File: config.mk
export PLATFORM = sky130hd
export DESIGN_NAME = psum_accumulator
export DESIGN_NICKNAME = d
export VERILOG_FILES = /design/src/rtl/psum_accumulator.sv
export SDC_FILE = /design/constraint.sdc
export NUM_CORES = 1
export LEC_CHECK = 0
export ABC_AREA = 1
export BUFFER_PORTS_ARGS = -buffer_cell sky130_fd_sc_hd__clkbuf_2
export CELL_PAD_IN_SITES_DETAIL_PLACEMENT = 1
export CELL_PAD_IN_SITES_GLOBAL_PLACEMENT = 2
export CORE_MARGIN = 10
export CORE_UTILIZATION = 30
export DETAILED_ROUTE_END_ITERATION = 8
export PLACE_DENSITY = 0.92
export SLEW_MARGIN = 20
export SYNTH_ARGS = -nofsm -noshare
export SYNTH_HDL_FRONTEND = slang
export SYNTH_SLANG_ARGS = --single-unit
File: constraint.sdc
create_clock -name clk -period 2.74 [get_ports clk]
set_clock_uncertainty 0.1 [all_clocks]
set_input_delay 0.411 -clock clk [delete_from_list [all_inputs] [get_ports clk]]
set_output_delay 0.411 -clock clk [all_outputs]
set_load 0.02 [all_outputs]
File: src/rtl/psum_accumulator.sv
// Partial-sum accumulator placed after the PE-column adder tree.
// Sums cfg_passes consecutive signed beats into one partial sum and
// hands it to the global buffer over a valid/ready handshake.
//
// Ports:
//   clk, rst_n        clock, asynchronous active-low reset
//   clear             synchronous abort of open group and held output
//   cfg_passes        beats per group, sampled on a group's first beat
//   in_valid/in_ready/in_data     adder-tree sum handshake
//   out_valid/out_ready/out_data  partial sum handshake
//   out_sat           sticky saturation/overflow flag of the group
module psum_accumulator #(
    parameter int DATA_W     = 16,
    parameter int MAX_PASSES = 16,
    parameter int CNT_W      = $clog2(MAX_PASSES + 1),
    parameter bit SATURATE   = 1'b1
) (
    input  logic                     clk,
    input  logic                     rst_n,
    input  logic                     clear,
    input  logic [CNT_W-1:0]         cfg_passes,
    input  logic                     in_valid,
    output logic                     in_ready,
    input  logic signed [DATA_W-1:0] in_data,
    output logic                     out_valid,
    input  logic                     out_ready,
    output logic signed [DATA_W-1:0] out_data,
    output logic                     out_sat
);

    typedef enum logic [1:0] {
        IDLE,
        ACCUM,
        OUT
    } state_e;

    localparam logic [DATA_W-1:0] MAX_V =
        {1'b0, {(DATA_W-1){1'b1}}};
    localparam logic [DATA_W-1:0] MIN_V =
        {1'b1, {(DATA_W-1){1'b0}}};
    localparam logic [CNT_W-1:0] MAXP = CNT_W'(MAX_PASSES);
    localparam logic [CNT_W-1:0] ONE  = CNT_W'(1);

    state_e                   state_q, state_d;
    logic signed [DATA_W-1:0] acc_q, acc_d;
    logic [CNT_W-1:0]         cnt_q, cnt_d;
    logic [CNT_W-1:0]         passes_q, passes_d;
    logic                     sat_q, sat_d;

    logic [CNT_W-1:0]  cfg_clamped;
    logic [DATA_W:0]   sum_wide;
    logic [DATA_W-1:0] sum_res;
    logic              sum_ovf;
    logic              beat;
    logic              out_acc;
    logic              open_grp;

    assign out_valid = (state_q == OUT);
    // Held output blocks input unless it drains this very cycle.
    assign in_ready  = !clear && (!out_valid || out_ready);
    assign beat      = in_valid && in_ready;
    assign out_acc   = out_valid && out_ready && !clear;
    assign out_data  = acc_q;
    assign out_sat   = sat_q;

    always_comb begin
        cfg_clamped = cfg_passes;
        if (cfg_passes == '0) begin
            cfg_clamped = ONE;
        end else if (cfg_passes > MAXP) begin
            cfg_clamped = MAXP;
        end
    end

    // One extra bit gives the exact sum; top two bits differing
    // means the result does not fit in DATA_W.
    always_comb begin
        sum_wide = {acc_q[DATA_W-1], acc_q}
                 + {in_data[DATA_W-1], in_data};
        sum_ovf  = sum_wide[DATA_W] ^ sum_wide[DATA_W-1];
        sum_res  = sum_wide[DATA_W-1:0];
        if (SATURATE && sum_ovf) begin
            sum_res = sum_wide[DATA_W] ? MIN_V : MAX_V;
        end
    end

    always_comb begin
        state_d  = state_q;
        acc_d    = acc_q;
        cnt_d    = cnt_q;
        passes_d = passes_q;
        sat_d    = sat_q;
        open_grp = 1'b0;
        if (clear) begin
            state_d = IDLE;
            cnt_d   = '0;
            sat_d   = 1'b0;
        end else begin
            unique case (state_q)
                IDLE: begin
                    open_grp = beat;
                end
                ACCUM: begin
                    if (beat) begin
                        acc_d = sum_res;
                        cnt_d = cnt_q + ONE;
                        sat_d = sat_q | sum_ovf;
                        if (cnt_d == passes_q) begin
                            state_d = OUT;
                        end
                    end
                end
                OUT: begin
                    if (out_acc) begin
                        state_d  = IDLE;
                        open_grp = beat;
                    end
                end
                default: begin
                    state_d = IDLE;
                end
            endcase
            // First beat is loaded as-is; it can never overflow.
            if (open_grp) begin
                passes_d = cfg_clamped;
                acc_d    = in_data;
                cnt_d    = ONE;
                sat_d    = 1'b0;
                state_d  = (cfg_clamped == ONE) ? OUT : ACCUM;
            end
        end
    end

    always_ff @(posedge clk or negedge rst_n) begin
        if (!rst_n) begin
            state_q  <= IDLE;
            acc_q    <= '0;
            cnt_q    <= '0;
            passes_q <= '0;
            sat_q    <= 1'b0;
        end else begin
            state_q  <= state_d;
            acc_q    <= acc_d;
            cnt_q    <= cnt_d;
            passes_q <= passes_d;
            sat_q    <= sat_d;
        end
    end

endmodule
==> impl_metrics.env, run 1 <==
export IMPL_status="finished clean"
export IMPL_place_congestion=0.848
export IMPL_worstHoldPathType="input pin to async pin"
export IMPL_synth_ff_type="dfrtp_1"
export IMPL_rsz0062_at_grt="false"
export IMPL_via_per_inst=4.74
export IMPL_cp_slowest_stage_delay_ps=370
export IMPL_vdd_ir_drop_max_v=0.000413
export IMPL_dp_hpwl_um=6180
export IMPL_synth_top_cell_by_area="dfrtp_1"
export IMPL_utilization=0.361
export IMPL_start_util=0.311
export IMPL_worst_setup_path_end_kind="flip-flop"
export IMPL_antenna_found_initial=0
export IMPL_required_ps=2820
export IMPL_crit_family="simple AND/OR/NAND/NOR gates"
export IMPL_cts_root_buf="clkbuf_8"
export IMPL_final_min_clock_period_ps=2430
export IMPL_setup_tns_ps=0
export IMPL_first_pass_iters=4
export IMPL_clk_latency_ps=290
export IMPL_startpoint="out_data[0]"
export IMPL_cp_num_buf_inv=3
export IMPL_synth_edf_count=0
export IMPL_netlist_area_sq_um=2560
export IMPL_finalHoldViolCount=0
export IMPL_maxCapViolCount=0
export IMPL_drive_above_1_share=0.176
export IMPL_port_buffers=44
export IMPL_cts_resized=0
export IMPL_htreeDepth=2
export IMPL_cts_setup_buffers=0
export IMPL_fmax_mhz=411
export IMPL_synth_most_common_cell="nand2_1"
export IMPL_synth_seq_cells=29
export IMPL_dr_first_iter_drc_count=97
export IMPL_synth_common_cells="nand2_1, inv_1, nor2_1, dfrtp_1, a21oi_1"
export IMPL_cts_tree="built"
export IMPL_grt_max_degree=30
export IMPL_grt_pass1_wl_um=13200
export IMPL_cts_hold_buf=0
export IMPL_n_antenna_cell=0
export IMPL_overflow=0
export IMPL_crit_reg2reg_launch="out_data[0]"
export IMPL_area_growth_syn_to_layout_pct=16.1
export IMPL_wl_per_cell_um=14.0
export IMPL_fin_nets=493
export IMPL_grt_total_usage=0.123
export IMPL_netlist_top_cells_area="dfrtp_1, nand2_1, ha_1, inv_1, nor2_1"
export IMPL_final_cells=555
export IMPL_p_leak_nw=1.78
export IMPL_finalSetupViolCount=0
export IMPL_worstMarginPinSlew_ps=802
export IMPL_crit_path_frequent_cell="nand2_1"
export IMPL_maxSlewViolCount=0
export IMPL_crit_chain="ha_1 > inv_1 > fa_1 > inv_1 > nand2_1 > nand2_1 > nand3_1 > nand2_2 > nand2_2 > nand3_1 > nand2_1 > nand2_2 > nand2_2 > inv_2 > nand2_1 > nand2_1 > nand2_1"
export IMPL_vias=2628
export IMPL_worstSetupPathType="flip-flop to flip-flop"
export IMPL_worstSetupStartpointType="flip-flop"
export IMPL_final_period_utilization=0.887
export IMPL_die_area_sq_um=12600
export IMPL_cts_sinks=29
export IMPL_synth_nets=446
export IMPL_crit_path_max_fanout=11
export IMPL_cp_slowest_cell="dfrtp_1"
export IMPL_synth_warnings=0
export IMPL_worstPathArrival_ps=2520
export IMPL_netlist_area_leader_share=0.283
export IMPL_synth_async_sr_flop_share=1.00
export IMPL_fp_row_count=33
export IMPL_drc=0
export IMPL_cts_made_buffers=5
export IMPL_antenna_left=0
export IMPL_syn_inst=402
export IMPL_die_y_um=112
export IMPL_io_pins=45
export IMPL_power_per_cell_area_nw_per_um2=1070
export IMPL_ys_seq_area_frac=0.283
export IMPL_synth_cell_type_count=32
export IMPL_dpl_cell_count=547
export IMPL_die_w_um=112
export IMPL_grt_pass1_vias=2796
export IMPL_wirelength_um=7770
export IMPL_ctsLongestPathBuffers=2
export IMPL_max_slew_margin_rel=0.465
export IMPL_clk_pin_slew_ps=80
export IMPL_hold_ws_ps=92.8
export IMPL_syn_avg_cell_area_sq_um=6.38
export IMPL_core_sq_um=8260
[cell type report]
class                   count  area (sq um)
multi-input cells         314          1600
clock buffers               5          68.8
fillers                  1135          5280
flip-flops and latches     29           726
repair buffers             46           235
inverters                  53           199
well taps                 105           131
clock inverters             3          17.5
[cells by family after synthesis]
group / after synthesis / share of synthesized area
AND/OR/NAND/NOR: 248 / 0.406
buffers and inverters: 59 / 0.0927
AO/OA/AOI/OAI: 32 / 0.0732
flip-flops: 29 / 0.283
adder cells (fa/ha/maj): 18 / 0.0907
XOR/XNOR: 16 / 0.0546
[report_power, final]
| group | switching [W] | internal (W) |
|---|---|---|
| combinational | 0.00138 | 0.000745 |
| clock | 0.000198 | 0.000175 |
| sequential | 0.000127 | 0.000570 |
| total | 0.00171 | 0.00149 |
[cells in the final DEF, fill, tap and decap left out, drive strengths merged, types with 3 or more instances in the layout]
cell,instances
nand2,168
inv,53
clkbuf,49
nor2,46
dfrtp,29
a21oi,20
nand3,19
ha,17
xor2,12
or2,5
o21ai,4
xnor2,4
nand4,4
nor3,3
[flip-flops by register name (all words and copies together) (netlist names)]
signal / count
cnt_q: 5
out_data: 16
out_sat: 1
passes_q: 5
state_q: 2
[stage by stage]
| step | cell area, sq um | power, W | setup slack, ps |
|---|---|---|---|
| floorplan | 2560 | 0.00232 | 454 |
| global placement | 2890 | 0.00281 | 235 |
| detailed placement | 2890 | 0.00285 | 136 |
| CTS | 2980 | 0.00325 | 269 |
| global route | 2980 | 0.00358 | 15.4 |
| finish | 2980 | 0.00320 | 310 |
[per-layer routing]
metal | GRT usage | share of wire
met5 | 0 | 0
met3 | 0.0213 | 0.039
met4 | 0.0364 | 0.011
met2 | 0.212 | 0.47
met1 | 0.153 | 0.48
[worst paths after layout]
path / endpoint / slack, ps / depth (start not counted)
min in group clk: passes_q[3] / 240 / 3
max reg2reg: out_data[8] / 310 / 17
min: out_data[6] / 90 / 1
min reg2reg: out_data[0] / 410 / 2
max: out_data[8] / 310 / 17
max in group asynchronous: cnt_q[0] / 1940 / 1
Note: power is estimated with default switching activity, not from simulation.
==> inputs of run 2 (changes only) <==
--- a/config.mk
+++ b/config.mk
@@ -7,12 +7,14 @@
 export LEC_CHECK = 0
 export ABC_AREA = 1
 export BUFFER_PORTS_ARGS = -buffer_cell sky130_fd_sc_hd__clkbuf_2
+export CAP_MARGIN = 0
 export CELL_PAD_IN_SITES_DETAIL_PLACEMENT = 1
 export CELL_PAD_IN_SITES_GLOBAL_PLACEMENT = 2
 export CORE_MARGIN = 10
-export CORE_UTILIZATION = 30
+export CORE_UTILIZATION = 27
+export CTS_CLUSTER_SIZE = 40
 export DETAILED_ROUTE_END_ITERATION = 8
-export PLACE_DENSITY = 0.92
+export PLACE_DENSITY = 0.88
 export SLEW_MARGIN = 20
 export SYNTH_ARGS = -nofsm -noshare
 export SYNTH_HDL_FRONTEND = slang
==> constraint.sdc (replaced) <==
create_clock -name clk -period 2.2 [get_ports clk]
set_clock_uncertainty 0.1 [all_clocks]
set_input_delay 0.33 -clock clk [delete_from_list [all_inputs] [get_ports clk]]
set_output_delay 0.33 -clock clk [all_outputs]
set_load 0.02 [all_outputs]
==> run 2 against run 1 <==
Net effect:
- the flow now finishes with violations (negative setup slack)
- final cell count is 11% higher
- sequential share of layout area is 4.3 points lower
- fmax is 10% higher
- global-route usage hardly changed
- non-clock buffer count is 38 higher
- die area is 9.1% higher
- critical path type unchanged
==> impl_metrics.env, run 2 (synthesis results as in run 1) <==
export IMPL_final_period_utilization=1.00
export IMPL_grt_pass1_vias=3083
export IMPL_fin_nets=532
export IMPL_max_slew_margin_rel=0.441
export IMPL_place_congestion=0.791
export IMPL_largest_register_ffs=16
export IMPL_wirelength_um=9070
export IMPL_final_cell_mix="nand2_1, inv_1, clkbuf_2"
export IMPL_drive_above_1_share=0.333
export IMPL_final_cells=618
export IMPL_die_y_um=117
export IMPL_power_per_cell_area_nw_per_um2=1460
export IMPL_maxSlewViolCount=0
export IMPL_required_ps=2290
export IMPL_vdd_ir_drop_max_v=0.000412
export IMPL_cts_root_buf="clkbuf_8"
export IMPL_antenna_left=0
export IMPL_n_antenna_cell=0
export IMPL_grt_pass1_wl_um=14600
export IMPL_cts_hold_buf=0
export IMPL_rsz0062_at_grt="true"
export IMPL_htreeDepth=2
export IMPL_overflow=0
export IMPL_start_util=0.278
export IMPL_maxCapViolCount=0
export IMPL_dr_first_iter_drc_count=80
export IMPL_cts_sinks=29
export IMPL_post_place_ws_ps=-240
export IMPL_status="complete, but fails checks"
export IMPL_clk_pin_slew_ps=90
export IMPL_first_pass_iters=4
export IMPL_violations="negative setup slack"
export IMPL_ctsLongestPathBuffers=2
export IMPL_worstMarginPinSlew_ps=838
export IMPL_via_per_inst=4.57
export IMPL_worstPathArrival_ps=2290
export IMPL_busiest_layer="met2"
export IMPL_p_leak_nw=2.00
export IMPL_port_buffers=44
export IMPL_vias=2824
export IMPL_finalHoldViolCount=0
export IMPL_cts_made_buffers=5
export IMPL_drc=0
export IMPL_worstSetupPathType="flip-flop to flip-flop"
export IMPL_die_w_um=117
export IMPL_worstHoldPathType="input pin to async pin"
export IMPL_place_area_sq_um=3180
export IMPL_cts_tree="built"
export IMPL_final_min_clock_period_ps=2200
export IMPL_grt_total_usage=0.124
export IMPL_worst_setup_path_end_kind="flip-flop"
export IMPL_core_sq_um=9240
export IMPL_final_cell_area_sq_um=3620
export IMPL_fp_row_count=35
export IMPL_finalSetupViolCount=2
export IMPL_final_common_cell="nand2_1"
export IMPL_groute_layer_met2_usage=0.229
export IMPL_grt_use_met1=0.140
export IMPL_worstSetupStartpointType="flip-flop"
export IMPL_antenna_found_initial=0
export IMPL_fmax_mhz=454
export IMPL_dpl_cell_count=603
export IMPL_crit_path_max_fanout=4
export IMPL_setup_slack_ps=-3.59
export IMPL_area_growth_syn_to_layout_pct=41.3
export IMPL_grt_max_degree=30
export IMPL_io_pins=45
export IMPL_grtUsageMet3=0.0225
export IMPL_clk_latency_ps=300
export IMPL_dp_hpwl_um=6780
export IMPL_die_area_sq_um=13800
export IMPL_wl_per_cell_um=14.7
[run 2: worst max-delay path: stages, from the launching register on]
cell,delay [ps]
dfrtp_1,410
ha_4,240
a21oi_1,190
nand2_1,150
a21oi_4,270
nand2_4,80
nand2_2,70
nand2_2,70
nand2_4,90
nand2_4,70
buf_6,150
nand2_2,50
nand2_2,40
nand2_1,50
nand2_1,50
[run 2: cell type report]
cell class / instances / area [sq um]
clock buffer: 5 / 68.8
clock inverter: 3 / 22.5
fill: 1196 / 5620
inverter: 53 / 206
multi-input combinational: 315 / 1910
sequential: 29 / 727
tap: 129 / 161
timing repair buffer: 84 / 528
[run 2: final timing paths]
path                          startpoint      endpoint  slack (ps)  cells after the start
max in group asynchronous          rst_n   out_data[0]        1390                      1
setup reg to reg            out_data[11]  out_data[13]          -4                     14
setup / recovery            out_data[11]  out_data[13]          -4                     14
hold / removal                     rst_n   out_data[7]          20                      1
min in group clk           cfg_passes[3]   passes_q[3]         150                      3
hold reg to reg              out_data[6]   out_data[6]         420                      2
[run 2: stage by stage]
step                      total power [W]  hold slack, ps   util  TNS (ps)
final                             0.00529            18.6  0.392     -6.96
after global routing              0.00577            84.7  0.392     -1560
after detailed placement          0.00407             378  0.344     -3260
after floorplan                   0.00291           -65.6      -         0
after global placement            0.00394             366  0.344     -1420
after CTS                         0.00482            39.4  0.368         0
[run 2: what timing repair did]
action                                  CTS  global route
endpoints found under the setup margin   16            17
resized for setup                        19            39
buffers inserted                          2             4
pin swaps                                 6             4
gates cloned                              0             1
[run 2: metal layers]
metal  up-vias  share of wire
met4         0          0.020
met1      1359           0.44
met2        39           0.52
met3        15          0.024
met5         -              0
li1       1411              -
[run 2: report_power, final]
| group | internal (W) | total, W | switching (W) |
|---|---|---|---|
| registers | 0.000711 | 0.000895 | 0.000184 |
| logic | 0.00166 | 0.00391 | 0.00226 |
| clock network | 0.000222 | 0.000486 | 0.000264 |
| total | 0.00259 | 0.00529 | 0.00270 |
